File: src/rtl/fifo_pkg.sv
// -----------------------------------------------------------------------------
// fifo_pkg
// Shared definitions for the FIFO word packer:
//   DATA_WIDTH_DEF / PACK_DEF : default entry width and entries per output word
//   state_t                   : packer FSM states (FILL / FULL / FLUSH)
//   lane_cnt_t                : lane counter able to hold 0..PACK_DEF
// -----------------------------------------------------------------------------
package fifo_pkg;

  localparam int DATA_WIDTH_DEF = 8;
  localparam int PACK_DEF       = 4;

  // FILL : accumulator still collecting entries (count < PACK)
  // FULL : accumulator complete, waiting for the output register
  // FLUSH: partial word requested, waiting for the in-flight entry to land
  typedef enum logic [1:0] {
    FILL  = 2'd0,
    FULL  = 2'd1,
    FLUSH = 2'd2
  } state_t;

  typedef logic [$clog2(PACK_DEF+1)-1:0] lane_cnt_t;

endpackage

File: src/rtl/packer_out_reg.sv
// -----------------------------------------------------------------------------
// packer_out_reg
// Output holding register of the word packer.
//
// Handshake: a word is transferred downstream on every rising edge where
// m_valid_o && m_ready_i. While m_valid_o && !m_ready_i, m_valid_o, m_data_o
// and m_keep_o hold stable. A new word may be loaded only when free_o is high
// (register empty, or its current word leaves on this edge), so back-to-back
// words are possible.
//
// Ports:
//   clk_i, rst_i  : clock, asynchronous active-high reset
//   load_i        : load data_i/keep_i on this edge (only asserted when free_o)
//   data_i,keep_i : packed word and lane-valid mask to load
//   m_ready_i     : downstream ready
//   free_o        : register can accept a word on this edge
//   m_valid_o, m_data_o, m_keep_o : downstream word interface
// -----------------------------------------------------------------------------
module packer_out_reg #(
  parameter int DATA_WIDTH = 8,
  parameter int PACK       = 4
) (
  input  logic                       clk_i,
  input  logic                       rst_i,
  input  logic                       load_i,
  input  logic [DATA_WIDTH*PACK-1:0] data_i,
  input  logic [PACK-1:0]            keep_i,
  input  logic                       m_ready_i,
  output logic                       free_o,
  output logic                       m_valid_o,
  output logic [DATA_WIDTH*PACK-1:0] m_data_o,
  output logic [PACK-1:0]            m_keep_o
);

  logic                       valid_q;
  logic [DATA_WIDTH*PACK-1:0] data_q;
  logic [PACK-1:0]            keep_q;

  assign free_o = !valid_q || m_ready_i;

  always_ff @(posedge clk_i or posedge rst_i) begin
    if (rst_i) begin
      valid_q <= 1'b0;
      data_q  <= '0;
      keep_q  <= '0;
    end else if (load_i) begin
      valid_q <= 1'b1;
      data_q  <= data_i;
      keep_q  <= keep_i;
    end else if (m_ready_i) begin
      valid_q <= 1'b0;
    end
  end

  assign m_valid_o = valid_q;
  assign m_data_o  = data_q;
  assign m_keep_o  = keep_q;

endmodule

File: src/rtl/fifo_word_packer.sv
// -----------------------------------------------------------------------------
// fifo_word_packer
// Reads DATA_WIDTH entries from a first-word-fall-through-less FIFO (data valid
// one cycle after rd_en) and packs PACK of them into one OUT_WIDTH word.
// Lane 0 holds the first entry read; lanes fill upward.
//
// Optional feature (macro PACKER_FLUSH_EN): 'flush' emits a partial word with
// m_keep marking the filled lanes. Without the macro, flush is ignored.
//
// Ports:
//   rd_clk      : sole clock (FIFO read domain)
//   rst         : asynchronous active-high reset
//   fifo_empty  : FIFO empty flag
//   fifo_data   : FIFO read data, valid one cycle after an accepted fifo_rd_en
//   fifo_rd_en  : FIFO read request (combinational)
//   flush       : request emission of a partial word
//   m_valid/m_ready/m_data/m_keep : downstream word interface (valid/ready)
//   dbg_state_o : current FSM state
// -----------------------------------------------------------------------------
module fifo_word_packer
  import fifo_pkg::*;
#(
  parameter int DATA_WIDTH = DATA_WIDTH_DEF,
  parameter int PACK       = PACK_DEF
) (
  input  logic                       rd_clk,
  input  logic                       rst,
  input  logic                       fifo_empty,
  input  logic [DATA_WIDTH-1:0]      fifo_data,
  output logic                       fifo_rd_en,
  input  logic                       flush,
  output logic                       m_valid,
  input  logic                       m_ready,
  output logic [DATA_WIDTH*PACK-1:0] m_data,
  output logic [PACK-1:0]            m_keep,
  output state_t                     dbg_state_o
);

  localparam int              OUT_WIDTH = DATA_WIDTH * PACK;
  localparam int              CW        = $clog2(PACK + 1);
  localparam logic [CW-1:0]   FULL_CNT  = CW'(PACK);

  logic [CW-1:0]        count_q, count_d;
  logic                 pending_q;
  logic [OUT_WIDTH-1:0] acc_q, acc_d;
  logic                 flush_req_q, flush_req_d;
  state_t               state_q, state_d;

  logic                 out_free;
  logic                 full_xfer;
  logic                 flush_xfer;
  logic                 flush_done;
  logic                 load;
  logic                 room;
  logic [PACK-1:0]      keep_d;
  logic [OUT_WIDTH-1:0] word_d;

  // Reads in flight count against the capacity so the accumulator never
  // overflows: an issued read always has a lane waiting for it.
  assign room       = ({1'b0, count_q} + {{CW{1'b0}}, pending_q}) < {1'b0, FULL_CNT};
  assign fifo_rd_en = !fifo_empty && !flush_req_q && room && !rst;

  // When count == PACK, pending is necessarily 0 (room was exhausted).
  assign full_xfer = (count_q == FULL_CNT) && out_free;

`ifdef PACKER_FLUSH_EN
  // A flush waits for the in-flight entry to land, then either ships the
  // partial word or, with nothing accumulated, simply retires.
  assign flush_xfer  = flush_req_q && !pending_q && (count_q != '0) && out_free;
  assign flush_done  = flush_req_q && !pending_q && ((count_q == '0) || out_free);
  assign flush_req_d = flush || (flush_req_q && !flush_done);
`else
  logic unused_flush;
  assign unused_flush = flush;
  assign flush_xfer   = 1'b0;
  assign flush_done   = 1'b0;
  assign flush_req_d  = 1'b0;
`endif

  assign load = full_xfer || flush_xfer;

  always_comb begin
    acc_d   = acc_q;
    count_d = count_q + CW'(pending_q);
    keep_d  = '0;
    word_d  = '0;
    for (int i = 0; i < PACK; i++) begin
      // Entry arriving this cycle lands in lane[count]
      if (pending_q && (count_q == CW'(i))) begin
        acc_d[i*DATA_WIDTH +: DATA_WIDTH] = fifo_data;
      end
      // Lanes below count are filled; unfilled lanes are shipped as zero
      keep_d[i] = (CW'(i) < count_q);
      if (keep_d[i]) begin
        word_d[i*DATA_WIDTH +: DATA_WIDTH] = acc_q[i*DATA_WIDTH +: DATA_WIDTH];
      end
    end
    if (load) begin
      count_d = '0;
    end
    if (flush_req_d) begin
      state_d = FLUSH;
    end else if (count_d == FULL_CNT) begin
      state_d = FULL;
    end else begin
      state_d = FILL;
    end
  end

  always_ff @(posedge rd_clk or posedge rst) begin
    if (rst) begin
      count_q     <= '0;
      pending_q   <= 1'b0;
      acc_q       <= '0;
      flush_req_q <= 1'b0;
      state_q     <= FILL;
    end else begin
      count_q     <= count_d;
      pending_q   <= fifo_rd_en;
      acc_q       <= acc_d;
      flush_req_q <= flush_req_d;
      state_q     <= state_d;
    end
  end

  assign dbg_state_o = state_q;

  packer_out_reg #(
    .DATA_WIDTH (DATA_WIDTH),
    .PACK       (PACK)
  ) u_out_reg (
    .clk_i     (rd_clk),
    .rst_i     (rst),
    .load_i    (load),
    .data_i    (word_d),
    .keep_i    (keep_d),
    .m_ready_i (m_ready),
    .free_o    (out_free),
    .m_valid_o (m_valid),
    .m_data_o  (m_data),
    .m_keep_o  (m_keep)
  );

endmodule

File: config.mk
export PLATFORM = sky130hd
export DESIGN_NAME = fifo_word_packer
export DESIGN_NICKNAME = d
export VERILOG_FILES = /design/src/rtl/fifo_pkg.sv /design/src/rtl/packer_out_reg.sv /design/src/rtl/fifo_word_packer.sv
export SDC_FILE = /design/constraint.sdc
export NUM_CORES = 1
export LEC_CHECK = 0
export ABC_AREA = 1
export BUFFER_PORTS_ARGS = -buffer_cell sky130_fd_sc_hd__buf_2
export CORE_UTILIZATION = 45
export DETAILED_ROUTE_END_ITERATION = 16
export GPL_TIMING_DRIVEN = 0
export PLACE_DENSITY = 0.66
export SLEW_MARGIN = 10
export SYNTH_ARGS = -nofsm -noshare
export SYNTH_HDL_FRONTEND = slang
export SYNTH_HIERARCHICAL = 1
export SYNTH_SLANG_ARGS = --single-unit
File: constraint.sdc
create_clock -name rd_clk -period 3.33 [get_ports rd_clk]
set_input_delay 0.1665 -clock rd_clk [delete_from_list [all_inputs] [get_ports rd_clk]]
set_output_delay 0.1665 -clock rd_clk [all_outputs]
set_load 0.03 [all_outputs]
==> Yosys cells after proc, flatten, opt, wreduce, memory -nomap -nowiden <==
Index checks and enable logic that the tools add are counted.
{ "word_totals": {"ff_bits": 75, "inputBits": 13, "output_inout_bits": 40} }
{ "op_classes": {"addsub": 2, "magnitude_cmp": 5, "n_eq_ne": 5, "n_mux": 8, "n_reduce_logical": 13} }
{ "ops": {"columns": ["cell", "n"], "rows": [
  ["8-bit two-way mux", 4],
  ["1-bit logical AND", 7],
  ["3-bit by 2-bit equality test with 1-bit output (second input constant)", 2],
  ["3-bit equality test (second input constant)", 2],
  ["1-bit by 3-bit < comparator with 1-bit output (first input constant)", 2],
  ["2-bit by 3-bit < comparator with 1-bit output (first input constant)", 2],
  ["3-bit by 1-bit adder with 4-bit output", 1],
  ["4-bit by 3-bit < comparator with 1-bit output (second input constant)", 1],
  ["3-bit by 1-bit adder with 3-bit output", 1],
  ["3-bit by 1-bit equality test with 1-bit output (second input constant)", 1],
  ["1-bit logical NOT", 3],
  ["3-bit logical NOT", 1],
  ["1-bit two-way mux", 3],
  ["3-bit two-way mux", 1],
  ["2-bit nonzero test", 1],
  ["1-bit logical OR", 1]
]} }

==> Depth between registers and ports, before layout <==
Gate-level depths: netlist of the first run.
{ "logic_depth": {"word_depth": 6, "mapped_depth": 9, "ltp_nobuf": 7} }

==> Modules after synthesis <==
Netlist of the first run, hierarchy kept.
{ "by_module_without_submodules": {"columns": ["mod", "n_inst", "cells_each", "area_each_um2", "seq_area_each_um2"], "rows": [
  ["fifo_word_packer", 1, 237, 1888.1, 925.9],
  ["packer_out_reg", 1, 157, 1451.4, 925.9]
]} }

==> Least setup slack after synthesis of the first run <==
Ideal clock, no wire load.
{ "synth_path": {"kind": "register to register", "from": "register count_q[0]", "to": "register pending_q", "setup_ns": 0.205, "arrival_time_ns": 1.653, "required_time_ns": 3.125, "path_slack_ns": 1.472, "stages_incl_launch_ff": 6, "period_less_slack_ns": 1.858, "path_cell_list": "dfrtp_1 -> ha_1 -> ha_1 -> nand2_1 -> nand2_1 -> nor3_1"} }
{ "synth_via": {"elab_chain_len": 4} }
{ "synth_lines": {"columns": ["item", "line", "text"], "rows": [
  ["start: declaration", "fifo_word_packer.sv:43", "logic [CW-1:0] count_q, count_d;"],
  ["start signal: assignment", "fifo_word_packer.sv:118", "count_q <= count_d;"],
  ["3-bit by 1-bit adder with 4-bit output", "fifo_word_packer.sv:60", "assign room = ({1'b0, count_q} + {{CW{1'b0}}, pending_q}) < {1'b0, FULL_CNT};"],
  ["4-bit by 3-bit < comparator with 1-bit output", "fifo_word_packer.sv:60", null],
  ["1-bit logical AND (2 in series)", "fifo_word_packer.sv:61", "assign fifo_rd_en = !fifo_empty && !flush_req_q && room && !rst;"],
  ["named net fifo_rd_en", "fifo_word_packer.sv:30", "output logic fifo_rd_en,"],
  ["end signal: assignment", "fifo_word_packer.sv:119", "pending_q <= fifo_rd_en;"],
  ["end: declaration", "fifo_word_packer.sv:44", "logic pending_q;"]
]} }
The timed path passes the listed nets, and every way through them passes these cells.
A chain may end at the register's enable or synchronous reset.

==> Final worst setup path of the first run <==
{ "layout_path": {"from": "register count_q[0]", "to": "output port fifo_rd_en"} }
{ "layout_via": {"elab_chain_len": 4} }
{ "layout_lines": {"columns": ["item", "line"], "rows": [
  ["3-bit by 1-bit adder with 4-bit output", "fifo_word_packer.sv:60"],
  ["4-bit by 3-bit < comparator with 1-bit output", "fifo_word_packer.sv:60"],
  ["1-bit logical AND (2 in series)", "fifo_word_packer.sv:61"],
  ["end: declaration", "fifo_word_packer.sv:30"]
]} }
Every way passes these cells.

==> run summary, run 1 <==
clk sinks -> 74
hold path cells -> 4
TritonRoute pass-1 iters -> 4
Hold Crit Start -> m_ready
Worst setup EP type -> primary output
RSZ-0062 raised after global routing -> false
launching point of the worst reg2reg path -> count_q[2]$_DFF_PP0_
relative slew slack -> 48.46%
Tmin final -> 2008 ps
Die ar. -> 0.007770 sq mm
routed vias/inst -> 4.505
Die Y -> 88.15 um
Power Density -> 927.6 mW/mm^2
share of flip-flops with an asynchronous set or reset -> 100.0%
Final Net Count -> 471
worst slew pin tran -> 773.1 ps
area grow syn2layout -> 17.61%
CTS tree -> yes
Buffers on Ports -> 50
post-route setup TNS -> 0 ps
status -> completed
reg2reg end -> u_out_reg/m_data_o[12]$_DFFE_PP0P_
DRT Wirelength -> 6.556 mm
CTS buffer count -> 9
top_reg_cell synth -> dfrtp_1
post-detail-place hpwl -> 4.810 mm
first-pass GRT wire length -> 10.95 mm
Yosys top cell by area -> dfrtp_1
routed vias -> 2523
DRT iter0 DRCs -> 96
count leader, synth -> nand2_1
Peak supply drop -> 0.3751 mV
R2R depth -> 8
sequential area share after synthesis -> 55.45%
core area -> 0.007214 sq mm
Yosys top cell area share -> 55.45%
initial antenna violation count -> 0
Yosys cell types -> 24
fraction of layout cells with a size suffix above 1 -> 25.38%
routability cong. -> 0.8168
largest net degree at the start of global routing -> 38
vias in the first global route -> 2331
Clk Latency, worst-skew pair -> 350 ps
deepest clock path buffer count -> 2
gr usage total -> 19.21%
kind of critical path -> reg -> out
postcts setup bufs -> 0
Placement Rows -> 31
worst hold endpoint -> u_out_reg/m_valid_o$_DFFE_PP0P_
Worst Path Required -> 3160 ps
mapped cell area -> 0.003339 sq mm
Fmax -> 497.9 MHz
Critical Path Source Type -> flop
Remaining Overflow, GRT -> 0
Layout Utilization -> 54.44%
Ports -> 53
#FFs+latches synth -> 74
antenna diode count -> 0
Mean Syn Cell Area -> 8.476 sq um
Final Hold Vio Count -> 0
Final Skew -> 7.059 ps
Initial Util -> 46.29%
Synth top cells by count -> nand2_1, dfrtp_1, inv_1
Worst-path clk slew -> 70 ps
EDFF count, synth -> 0
chip width -> 88.15 um
placed instance count -> 543
synth warn -> 6
Synth area leaders -> dfrtp_1, nand2_1, inv_1, o21ai_2, nor2_1
maxcap violations -> 0
wire per inst -> 11.71 um
r2r setup slk -> 1650 ps
CP Max Fanout -> 6
H-Tree Depth -> 3
syn nets -> 409
setup violators final -> 0
Finished Layout Cells -> 560
P_leak -> 2.338 nW
WP data arrival -> 1840 ps
Antenna Nets Post-Route -> 0
CTS root buf -> clkbuf_8
final routed DRC violation total -> 0
type of the worst min-delay path -> in -> reg
Cells after Synth -> 394
final-report max-slew violation count -> 0
part of the cycle the worst path needs -> 60.31%
==> layer usage <==
metal | share of wire (%) | global-route usage (%)
met1 | 48 | 25.00
met4 | 2.4 | 9.238
met2 | 47 | 30.58
met5 | 0 | 0
met3 | 3.0 | 4.241
==> final cells by class <==
| class | instances | area, sq um |
|---|---|---|
| clock buffers | 11 | 151.4 |
| clock inverters | 5 | 52.55 |
| fillers | 715 | 3287 |
| repair buffers | 51 | 260.3 |
| inverters | 56 | 217.7 |
| flip-flops and latches | 74 | 1852 |
| multi-input cells | 248 | 1132 |
| well taps | 99 | 123.9 |
| plain buffers | 16 | 137.6 |
==> kinds of logic after synthesis <==
group / after synthesis / synth area share [%]
compound gates: 17 / 4.459
fa+ha+maj: 2 / 0.7492
buf+inv: 72 / 10.64
flops: 74 / 55.45
other cells: 1 / 0.1123
simple gates: 228 / 28.59
==> registers in the layout, summed over array words and instances (netlist names) <==
name and count:
dbg_state_o 1, count_q 3, pending_q 1, u_out_reg/m_valid_o 1, u_out_reg/m_data_o 32, acc_q 32, u_out_reg/m_keep_o 4
==> report_power, final <==
part	internal, W	leakage [nW]	switching (W)	total, W
Clock	0.000383	0.105	0.000326	0.000708
Sequential	0.00126	0.937	0.000201	0.00146
Combinational	0.000481	1.30	0.000991	0.00147
==> repair_timing <==
action                    in CTS  in global routing
hold buffers                   1                  0
resized for setup              0                  0
hold endpoints to repair      37                  0
==> stage by stage <==
stage | area [sq um] | setup WS, ps | total power, W | hold WS (ps)
2_1_floorplan | 3339 | 1472 | 0.002592 | 315.1
3_3_place_gp | 3714 | 1679 | 0.002936 | 423.8
3_5_place_dp | 3714 | 1643 | 0.002967 | 373.6
4_1_cts | 3928 | 1306 | 0.003691 | 66.31
5_1_grt | 3928 | 1196 | 0.003929 | 69.69
6_report | 3928 | 1322 | 0.003643 | 78.14
==> cell usage in the layout, fill, tap and decap left out <==
| master | n |
|---|---|
| dfrtp_1 | 74 |
| nand3_1 | 2 |
| nor2_2 | 1 |
| nand2_4 | 1 |
| nand2_2 | 10 |
| a21oi_2 | 1 |
| nor3_1 | 1 |
| nor2_4 | 2 |
| conb_1 | 1 |
| o21ai_2 | 16 |
| nor2_1 | 29 |
| inv_1 | 51 |
| clkinv_2 | 3 |
| buf_1 | 1 |
| buf_8 | 1 |
| buf_4 | 5 |
| nand4_1 | 17 |
| buf_2 | 52 |
| clkbuf_8 | 11 |
| nand2_1 | 164 |
| inv_8 | 1 |
| dlygate4sd3_1 | 1 |
| clkinvlp_4 | 1 |
| buf_6 | 6 |
| inv_2 | 4 |
| or2_2 | 1 |
| bufinv_16 | 1 |
| clkbuf_1 | 1 |
| ha_1 | 2 |
==> how the worst max path moves through the flow <==
stage                     cells past startpoint                 start  slack, ps                                 end
after floorplan                               5  count_q[0]$_DFF_PP0_       1470                 pending_q$_DFF_PP0_
after global placement                        8  count_q[2]$_DFF_PP0_       1680  u_out_reg/m_data_o[12]$_DFFE_PP0P_
after detailed placement                      8  count_q[2]$_DFF_PP0_       1640  u_out_reg/m_data_o[16]$_DFFE_PP0P_
after CTS                                     6  count_q[0]$_DFF_PP0_       1310                          fifo_rd_en
after global routing                          7  count_q[0]$_DFF_PP0_       1200                          fifo_rd_en
final                                         6  count_q[0]$_DFF_PP0_       1320                          fifo_rd_en
==> critical path: stages (launching register included) <==
cell and delay, ps:
dfrtp_1 470, ha_1 260, ha_1 200, nand2_1 70, nand2_1 70, nor3_1 190, buf_2 240
Power figures use the tool's default switching activity.
==> run 2: changes to the inputs <==
Settings changed: PLACE_DENSITY 0.66 to 0.68.
Clock period 3.33 ns to 1.7 ns, I/O delays scaled along.
==> run summary, run 2 (synthesized netlist as in run 1, its figures left out) <==
Worst Path Required -> 1620 ps
Final Hold Vio Count -> 0
Antenna Nets Post-Route -> 0
worst-path cell chain -> ha_4 > ha_4 > nand2_2 > nand2_2 > nor3_4 > buf_6
Placement Rows -> 31
vias in the first global route -> 2384
gr usage total -> 18.83%
relative slew slack -> 47.04%
final-report max-slew violation count -> 0
RSZ-0062 raised after global routing -> false
WP data arrival -> 1560 ps
Worst-path clk slew -> 80 ps
commonest non-fill, non-tap cell in the layout -> nand2_1
initial antenna violation count -> 0
fraction of layout cells with a size suffix above 1 -> 27.00%
DRT Wirelength -> 6.733 mm
CTS root buf -> clkbuf_8
Power Density -> 1838 mW/mm^2
Ports -> 53
part of the cycle the worst path needs -> 96.73%
routed vias -> 2568
worst slew pin tran -> 793.2 ps
Max stage delay cell, worst path -> dfrtp_2
TritonRoute pass-1 iters -> 4
Critical Path Source Type -> flop
type of the worst min-delay path -> in -> reg
CP Max Fanout -> 2
Clk Latency, worst-skew pair -> 340 ps
clk sinks -> 74
WHS -> 28.52 ps
CTS tree -> yes
area grow syn2layout -> 20.72%
largest net degree at the start of global routing -> 38
P_leak -> 2.358 nW
Worst setup EP type -> primary output
maxcap violations -> 0
Layout Utilization -> 55.88%
Die ar. -> 0.007770 sq mm
Die Y -> 88.15 um
routed vias/inst -> 4.569
Final Skew -> 6.404 ps
Remaining Overflow, GRT -> 0
kind of critical path -> reg -> out
status -> completed
Fmax -> 608.1 MHz
chip width -> 88.15 um
post-detail-place hpwl -> 4.871 mm
deepest clock path buffer count -> 2
Initial Util -> 46.29%
DRT iter0 DRCs -> 176
routability cong. -> 0.7917
wire per inst -> 11.98 um
CTS buffer count -> 9
H-Tree Depth -> 3
core area -> 0.007214 sq mm
final routed DRC violation total -> 0
Buffers on Ports -> 50
antenna diode count -> 0
Final Net Count -> 473
CP peak stage delay -> 430 ps
first-pass GRT wire length -> 10.87 mm
commonest cells after routing, fill and taps aside -> nand2_1, dfrtp_1, inv_1
Peak supply drop -> 0.7036 mV
Tmin final -> 1644 ps
setup violators final -> 0
[run 2: layout make-up]
cell class                 instances  area (sq um)
buffer                            16         140.1
clock buffer                      12         165.2
clock inverter                     4         72.57
fill                             728          3183
inverter                          56         217.7
multi-input combinational        248          1174
sequential                        74          1854
tap                               99         123.9
timing repair buffer              53         284.0
[run 2: critical path: cells and delay by family, from the launching register on]
family                     cells  cell delay (ps)
DFF                            1              430
buffers and inverters          1              160
adders and majority gates      2              320
and+or+nand+nor                3              300
[run 2: metrics by stage]
step                cell area (sq um)  std cells  TNS (ps)  setup slack [ps]  power [W]
finish                           4031        562         0             55.52   0.007409
global route                     4031        562         0             7.294   0.007966
CTS                              4019        562    -6.359            -6.359   0.007478
detailed placement               3719        543         0             9.911   0.005817
global placement                 3719        543         0             43.85   0.005751
floorplan                        3344        394         0             140.6   0.005080
[run 2: worst paths after layout]
kind                                               startpoint                                 end  slack, ps  cells past startpoint
max                                      count_q[0]$_DFF_PP0_                          fifo_rd_en         60                      6
min in group asynchronous                                 rst                 pending_q$_DFF_PP0_        450                      3
min                                              fifo_data[5]                acc_q[5]$_DFFE_PP0P_         30                      3
max reg2reg                              count_q[2]$_DFF_PP0_  u_out_reg/m_data_o[14]$_DFFE_PP0P_        120                      8
max in group asynchronous                                 rst                count_q[2]$_DFF_PP0_        720                      3
min reg2reg                u_out_reg/m_data_o[27]$_DFFE_PP0P_  u_out_reg/m_data_o[27]$_DFFE_PP0P_        470                      2
[run 2: where the power goes]
part           internal [W]  switching (W)
logic              0.000984        0.00198
registers           0.00248       0.000394
clock network      0.000944       0.000627
total               0.00441        0.00300
[run 2: timing repair]
item,CTS,global route
gates resized for setup,9,3
endpoints found under the hold margin,75,0
hold buffers,2,0
pin swaps,4,1
buffers inserted,1,0
gates cloned,0,0
endpoints found under the setup margin,3,22
[run 2: layer usage]
layer	track usage, %	routed length (um)	up-vias
met4	7.331	93	0
met5	0	0	-
met3	4.618	241	7
met2	31.29	3339	49
met1	23.76	3059	1199
li1	-	-	1313
